==> config.mk <==
export PLATFORM = sky130hd
export DESIGN_NAME = sar_scan_ctrl
export DESIGN_NICKNAME = d
export VERILOG_FILES = /design/src/rtl/sar_pkg.sv /design/src/rtl/sar_ch_picker.sv /design/src/rtl/sar_scan_ctrl.sv
export SDC_FILE = /design/constraint.sdc
export NUM_CORES = 1
export LEC_CHECK = 0
export CORE_UTILIZATION = 44
export CTS_CLUSTER_SIZE = 30
export DETAILED_ROUTE_END_ITERATION = 12
export GPL_TIMING_DRIVEN = 0
export PLACE_DENSITY_LB_ADDON = 0.12
export SLEW_MARGIN = 5
export SYNTH_ARGS = -nofsm -noshare
export SYNTH_HDL_FRONTEND = slang
export SYNTH_HIERARCHICAL = 1
export SYNTH_SLANG_ARGS = --single-unit
==> constraint.sdc <==
create_clock -name clk_i -period 5.1 [get_ports clk_i]
set_clock_uncertainty 0.15 [all_clocks]
set_input_delay 1.02 -clock clk_i [delete_from_list [all_inputs] [get_ports clk_i]]
set_output_delay 1.02 -clock clk_i [all_outputs]
set_load 0.1 [all_outputs]
==> src/rtl/sar_pkg.sv <==
// sar_pkg -- shared types and constants for the SAR scan controller.
// Optional averaging build: define SAR_SCAN_AVG_EN.
package sar_pkg;

    localparam int SAR_WIDTH      = 8;
    localparam int AVG_SAMPLES    = 4;
    localparam int SUM_WIDTH      = 10;
    localparam int DEF_NUM_CH     = 4;
    localparam int DEF_SETTLE_CYC = 8;

    typedef enum logic [2:0] {
        ST_IDLE,
        ST_SETTLE,
        ST_START,
        ST_CONVERT,
        ST_OUTPUT
    } sar_state_e;

endpackage

==> src/rtl/sar_ch_picker.sv <==
// sar_ch_picker -- finds the lowest set mask bit above an index
// (or at/above it when incl_i is set), plus a none-left flag.
module sar_ch_picker #(
    parameter  int NUM_CH = 4,
    localparam int CHW    = $clog2(NUM_CH)
) (
    input  logic [NUM_CH-1:0] mask_i,
    input  logic [CHW-1:0]    idx_i,
    input  logic              incl_i,
    output logic [CHW-1:0]    next_o,
    output logic              none_o
);

    // Scan downward so the last hit wins, leaving the lowest candidate.
    always_comb begin
        next_o = '0;
        none_o = 1'b1;
        for (int i = NUM_CH - 1; i >= 0; i--) begin
            if (mask_i[i] &&
                ((i > int'(idx_i)) || (incl_i && (i == int'(idx_i))))) begin
                next_o = CHW'(i);
                none_o = 1'b0;
            end
        end
    end

endmodule

==> src/rtl/sar_scan_ctrl.sv <==
// sar_scan_ctrl -- round-robin SAR scan over the enabled mux channels.
// Define SAR_SCAN_AVG_EN for 4-sample averaging per channel.
module sar_scan_ctrl
    import sar_pkg::*;
#(
    parameter  int NUM_CH     = DEF_NUM_CH,
    parameter  int SETTLE_CYC = DEF_SETTLE_CYC,
    localparam int CHW        = $clog2(NUM_CH)
) (
    input  logic                 clk_i,
    input  logic                 rst_ni,
    input  logic                 en_i,
    input  logic [NUM_CH-1:0]    ch_mask_i,
    output logic [CHW-1:0]       mux_sel_o,
    output logic                 conv_start_o,
    input  logic                 conv_rdy_i,
    input  logic [SAR_WIDTH-1:0] conv_data_i,
    output logic                 res_valid_o,
    input  logic                 res_ready_i,
    output logic [CHW-1:0]       res_ch_o,
    output logic [SAR_WIDTH-1:0] res_data_o,
    output logic                 busy_o,
    output logic                 sweep_done_o
);

    localparam logic [7:0] CNT_LAST = 8'(SETTLE_CYC - 1);

    sar_state_e           r_state;
    logic [NUM_CH-1:0]    r_mask;
    logic [CHW-1:0]       r_ch;
    logic [7:0]           r_cnt;
    logic                 r_start;
    logic                 r_valid;
    logic                 r_done;
    logic [SAR_WIDTH-1:0] r_data;

    logic [CHW-1:0]       w_next_ch;
    logic                 w_none_left;
    logic [CHW-1:0]       w_first_ch;
    logic                 w_none_set;
    logic                 w_last;
    logic [SAR_WIDTH-1:0] w_result;

    // Next channel of the latched sweep mask.
    sar_ch_picker #(.NUM_CH(NUM_CH)) u_next (
        .mask_i (r_mask),
        .idx_i  (r_ch),
        .incl_i (1'b0),
        .next_o (w_next_ch),
        .none_o (w_none_left)
    );

    // First channel of a new sweep, taken from the live mask.
    sar_ch_picker #(.NUM_CH(NUM_CH)) u_first (
        .mask_i (ch_mask_i),
        .idx_i  ('0),
        .incl_i (1'b1),
        .next_o (w_first_ch),
        .none_o (w_none_set)
    );

`ifdef SAR_SCAN_AVG_EN
    logic [SUM_WIDTH-1:0] r_sum;
    logic [1:0]           r_nsamp;
    logic [SUM_WIDTH-1:0] w_sum;

    assign w_sum    = r_sum + SUM_WIDTH'(conv_data_i);
    assign w_last   = (r_nsamp == 2'(AVG_SAMPLES - 1));
    assign w_result = w_sum[SUM_WIDTH-1:2];
`else
    assign w_last   = 1'b1;
    assign w_result = conv_data_i;
`endif

    // Scan sequencer: settle, start, convert, hand off, pick next channel.
    always_ff @(posedge clk_i or negedge rst_ni) begin
        if (!rst_ni) begin
            r_state <= ST_IDLE;
            r_mask  <= '0;
            r_ch    <= '0;
            r_cnt   <= '0;
            r_start <= 1'b0;
            r_valid <= 1'b0;
            r_done  <= 1'b0;
            r_data  <= '0;
`ifdef SAR_SCAN_AVG_EN
            r_sum   <= '0;
            r_nsamp <= '0;
`endif
        end else begin
            r_start <= 1'b0;
            r_done  <= 1'b0;
            unique case (r_state)
                ST_IDLE: begin
                    if (en_i && !w_none_set) begin
                        r_mask  <= ch_mask_i;
                        r_ch    <= w_first_ch;
                        r_cnt   <= '0;
                        r_state <= ST_SETTLE;
                    end
                end
                ST_SETTLE: begin
                    if (r_cnt == CNT_LAST) begin
                        r_cnt   <= '0;
                        r_start <= 1'b1;
                        r_state <= ST_START;
                    end else begin
                        r_cnt <= r_cnt + 8'd1;
                    end
                end
                ST_START: begin
                    r_state <= ST_CONVERT;
                end
                ST_CONVERT: begin
                    if (conv_rdy_i) begin
`ifdef SAR_SCAN_AVG_EN
                        r_sum   <= w_last ? '0 : w_sum;
                        r_nsamp <= w_last ? '0 : r_nsamp + 2'd1;
`endif
                        if (w_last) begin
                            r_data  <= w_result;
                            r_valid <= 1'b1;
                            r_state <= ST_OUTPUT;
                        end else begin
                            r_start <= 1'b1;
                            r_state <= ST_START;
                        end
                    end
                end
                ST_OUTPUT: begin
                    if (res_ready_i) begin
                        r_valid <= 1'b0;
                        if (w_none_left) begin
                            r_done <= 1'b1;
                            if (en_i && !w_none_set) begin
                                r_mask  <= ch_mask_i;
                                r_ch    <= w_first_ch;
                                r_state <= ST_SETTLE;
                            end else begin
                                r_state <= ST_IDLE;
                            end
                        end else if (en_i) begin
                            r_ch    <= w_next_ch;
                            r_state <= ST_SETTLE;
                        end else begin
                            r_state <= ST_IDLE;
                        end
                    end
                end
                default: r_state <= ST_IDLE;
            endcase
        end
    end

    assign mux_sel_o    = r_ch;
    assign res_ch_o     = r_ch;
    assign conv_start_o = r_start;
    assign res_valid_o  = r_valid;
    assign res_data_o   = r_data;
    assign busy_o       = (r_state != ST_IDLE);
    assign sweep_done_o = r_done;

endmodule

==> metrics.md, run 1 <==
| Metric | Value |
|---|---|
| Routed WL | ~3400 µm |
| Worst EP required | 3.93 ns |
| Crit path launch type | register |
| Mapped cell area | 0.00155 mm² |
| Commonest non-fill, non-tap cell in the layout | clkdlybuf4s50_1 |
| CP endpoint kind | primary output |
| Async S/R FF share, synth | 100% |
| Register area share after synthesis | 45.2% |
| Root Driver | clkbuf_4 |
| Grt ovf | 0 |
| Yosys top cell by area | dfrtp_1 |
| Final hold violations | 0 |
| Num Clock Sinks | 28 |
| Syn. warnings | 6 |
| Clk buf depth | 2 |
| WP data arrival | 2.45 ns |
| Tmin final | 3.62 ns |
| Crit Path Max Fanout | 10 |
| Core area | 0.00336 mm² |
| GPL Wtd Cong | about 0.76 |
| Detailed router's first-iteration violation count | 52 |
| Num rows | 21 |
| Dpl hpwl | between 2000 and 3000 µm |
| H-tree depth | 1 |
| Area grow syn2layout | 30.0% |
| CTS tree | built |
| Synth Flop Type | dfrtp_1 |
| Post-route cell area | 0.00201 mm² |
| Antenna violations before repair | 0 |
| Post-synth EDFFs | 0 |
| Via count | 1341 |
| Cell variety after synth | 47 |
| First-pass GRT wire length | 5440 µm |
| Die Width | 61.3 µm |
| Setup_tns | 0 ns |
| Endpoints failing setup | 0 |
| Multi-input gate area | around 830 µm² |
| Vias in the first global route | 1322 |
| Diodes inserted | 0 |
| Largest net degree at the start of global routing | 29 |
| Die area | 0.00376 mm² |
| WS Path Type | reg2out |
| GRT Util Overall | 19.8% |
| Dpl cell area | 0.00198 mm² |
| CTS Buf Count | 3 |
| Layout cell share with drive strength beyond 1 | 16.1% |
| Fmax | 276 MHz |
| Worst-Margin Slew | 0.991 ns |
| Fin. max-slew vios | 0 |
| Setup bufs post-CTS | 0 |
| Status | completed |
| IO Count | 33 |
| Clk slew on worst S/H paths | 0.15 ns |
| Initial Util | 46.1% |
| Initial DRT Pass Iterations | 4 |
| Max-Cap Viols | 0 |
| Die H | 61.3 µm |
| Clock Latency Late Sink | 0.33 ns |
| # hold bufs at CTS | 0 |
| Synth Area per Inst | 9.68 µm² |
| Worst slew margin | 33.7% |
| RSZ-0062 raised after global routing | false |
| Fill cells | 335 |
| Dominant cells by area after synthesis | dfrtp_1 (45%), mux2_2 (8.7%), o21ai_0 (4.5%) |
| FF/Latch Area | 701 µm² |
| Period utilization | 71.0% |
| Port bufs | 32 |
| Top-area cell type share of the netlist area | between 40% and 50% |
| Vias/cell | 5.22 |
| Most frequent cells in the layout | clkdlybuf4s50_1 (31), dfrtp_1 (28), conb_1 (17) |
| Register bit count reported by yosys | 28 |
| Worst min path class | reg2reg |
| DRC viols | 0 |
| Post-Syn Instances | 160 |
| Post-CTS sizing | 0 |
| Routed wire length per instance | 13.1 µm |
| Antenna viol nets, final | 0 |
| Nets | 230 |
-- worst max-delay path, cell delays in order (launching register included) --
cell	delay [ns]
dfrtp_1	0.42
buf_1	0.36
or3_1	0.19
clkdlybuf4s50_1	1.15
-- registers in the layout (all words and copies together), names as in the netlist --
signal	flops
mux_sel_o	2
r_mask	4
sweep_done_o	1
r_cnt	8
res_data_o	8
r_state	3
res_valid_o	1
conv_start_o	1
-- area by class of cell --
class / count / area share [%]
Tap cell: 46 / 2.86
Sequential cell: 28 / 34.8
Multi-Input combinational cell: 130 / 41.0
Buffer: 7 / 2.05
Clock buffer: 4 / 1.80
Timing Repair Buffer: 32 / 15.7
Inverter: 10 / 1.86
-- Yosys cell counts, types with 2 or more instances --
cell type,number
a32oi_1,2
mux2_2,12
inv_1,8
o211ai_1,2
buf_4,2
o22a_1,2
maj3_2,2
nor2b_1,4
nor3_1,2
clkbuf_1,2
a21oi_1,7
o21ai_0,14
nand3_1,3
dfrtp_1,28
inv_2,2
nand2_1,14
and2b_2,2
o22ai_1,2
a31oi_1,8
conb_1,2
buf_1,2
nor2_1,12
a311o_1,2
-- logic make-up (layout without fill, tap and decap cells) --
kind of cell | after synthesis | count (layout) | synth area share (%)
multiplexers | 12 | 12 | 8.72
XOR/XNOR | 1 | 1 | 0.566
adder cells (fa/ha/maj) | 3 | 3 | 2.26
AND/OR/NAND/NOR | 50 | 50 | 17.3
other | 2 | 17 | 0.485
AO/OA/AOI/OAI | 47 | 47 | 20.4
flip-flops | 28 | 28 | 45.2
buffers and inverters | 17 | 53 | 5.09
-- path summary, 6_finish.rpt --
path | from | end | slack, ns | depth (start not counted)
worst max-delay path | r_state[0]$_DFFE_PN0P_ | busy_o | 1.48 | 3
min in group asynchronous | rst_ni | conv_start_o$_DFF_PN0_ | 0.53 | 1
max in group asynchronous | rst_ni | r_mask[2]$_DFFE_PN0P_ | 3.87 | 1
worst max register to register | mux_sel_o[0]$_DFFE_PN0P_ | r_mask[2]$_DFFE_PN0P_ | 2.53 | 7
worst min-delay path | r_cnt[0]$_DFFE_PN0P_ | r_cnt[0]$_DFFE_PN0P_ | 0.35 | 1
worst min register to register | r_cnt[0]$_DFFE_PN0P_ | r_cnt[0]$_DFFE_PN0P_ | 0.35 | 1
-- per-stage QoR --
stage	hold slack [ns]	utilization [%]	std cells	setup WS [ns]
global placement	0.326	59.0	253	1.78
CTS	0.353	60.0	257	1.48
floorplan	0.303	-	175	2.19
global route	0.381	59.9	257	1.39
finish	0.352	59.9	257	1.48
detailed placement	0.334	59.0	253	1.73
-- per-layer routing --
layer	part of all wire [%]	vias to the layer above	routed length (µm)	GRT usage (%)
li1	-	668	-	-
met1	42	647	1420	23.3
met2	53	22	1780	36.0
met3	3.0	4	102	2.10
met4	1.7	0	56	9.52
met5	0	-	0	0
Power of run 1 is not shown: default switching activity piles up to over one toggle a cycle in this logic, so the estimate is an artifact.
==> inputs of run 2 (changes only) <==
- clock period: 5.1 -> 3.43 ns (I/O delays scaled with it)
==> results of run 2 <==
The final DEF is identical to that of run 1. Status: completed.
Main changes from that run: setup slack after placement 1.73 ns -> 0.390 ns; setup slack after layout 1.48 ns -> 0.143 ns; hold slack 0.352 ns -> 0.196 ns; register-to-register setup slack 2.53 ns -> 0.86 ns
Power of run 2 is left out for the same reason.
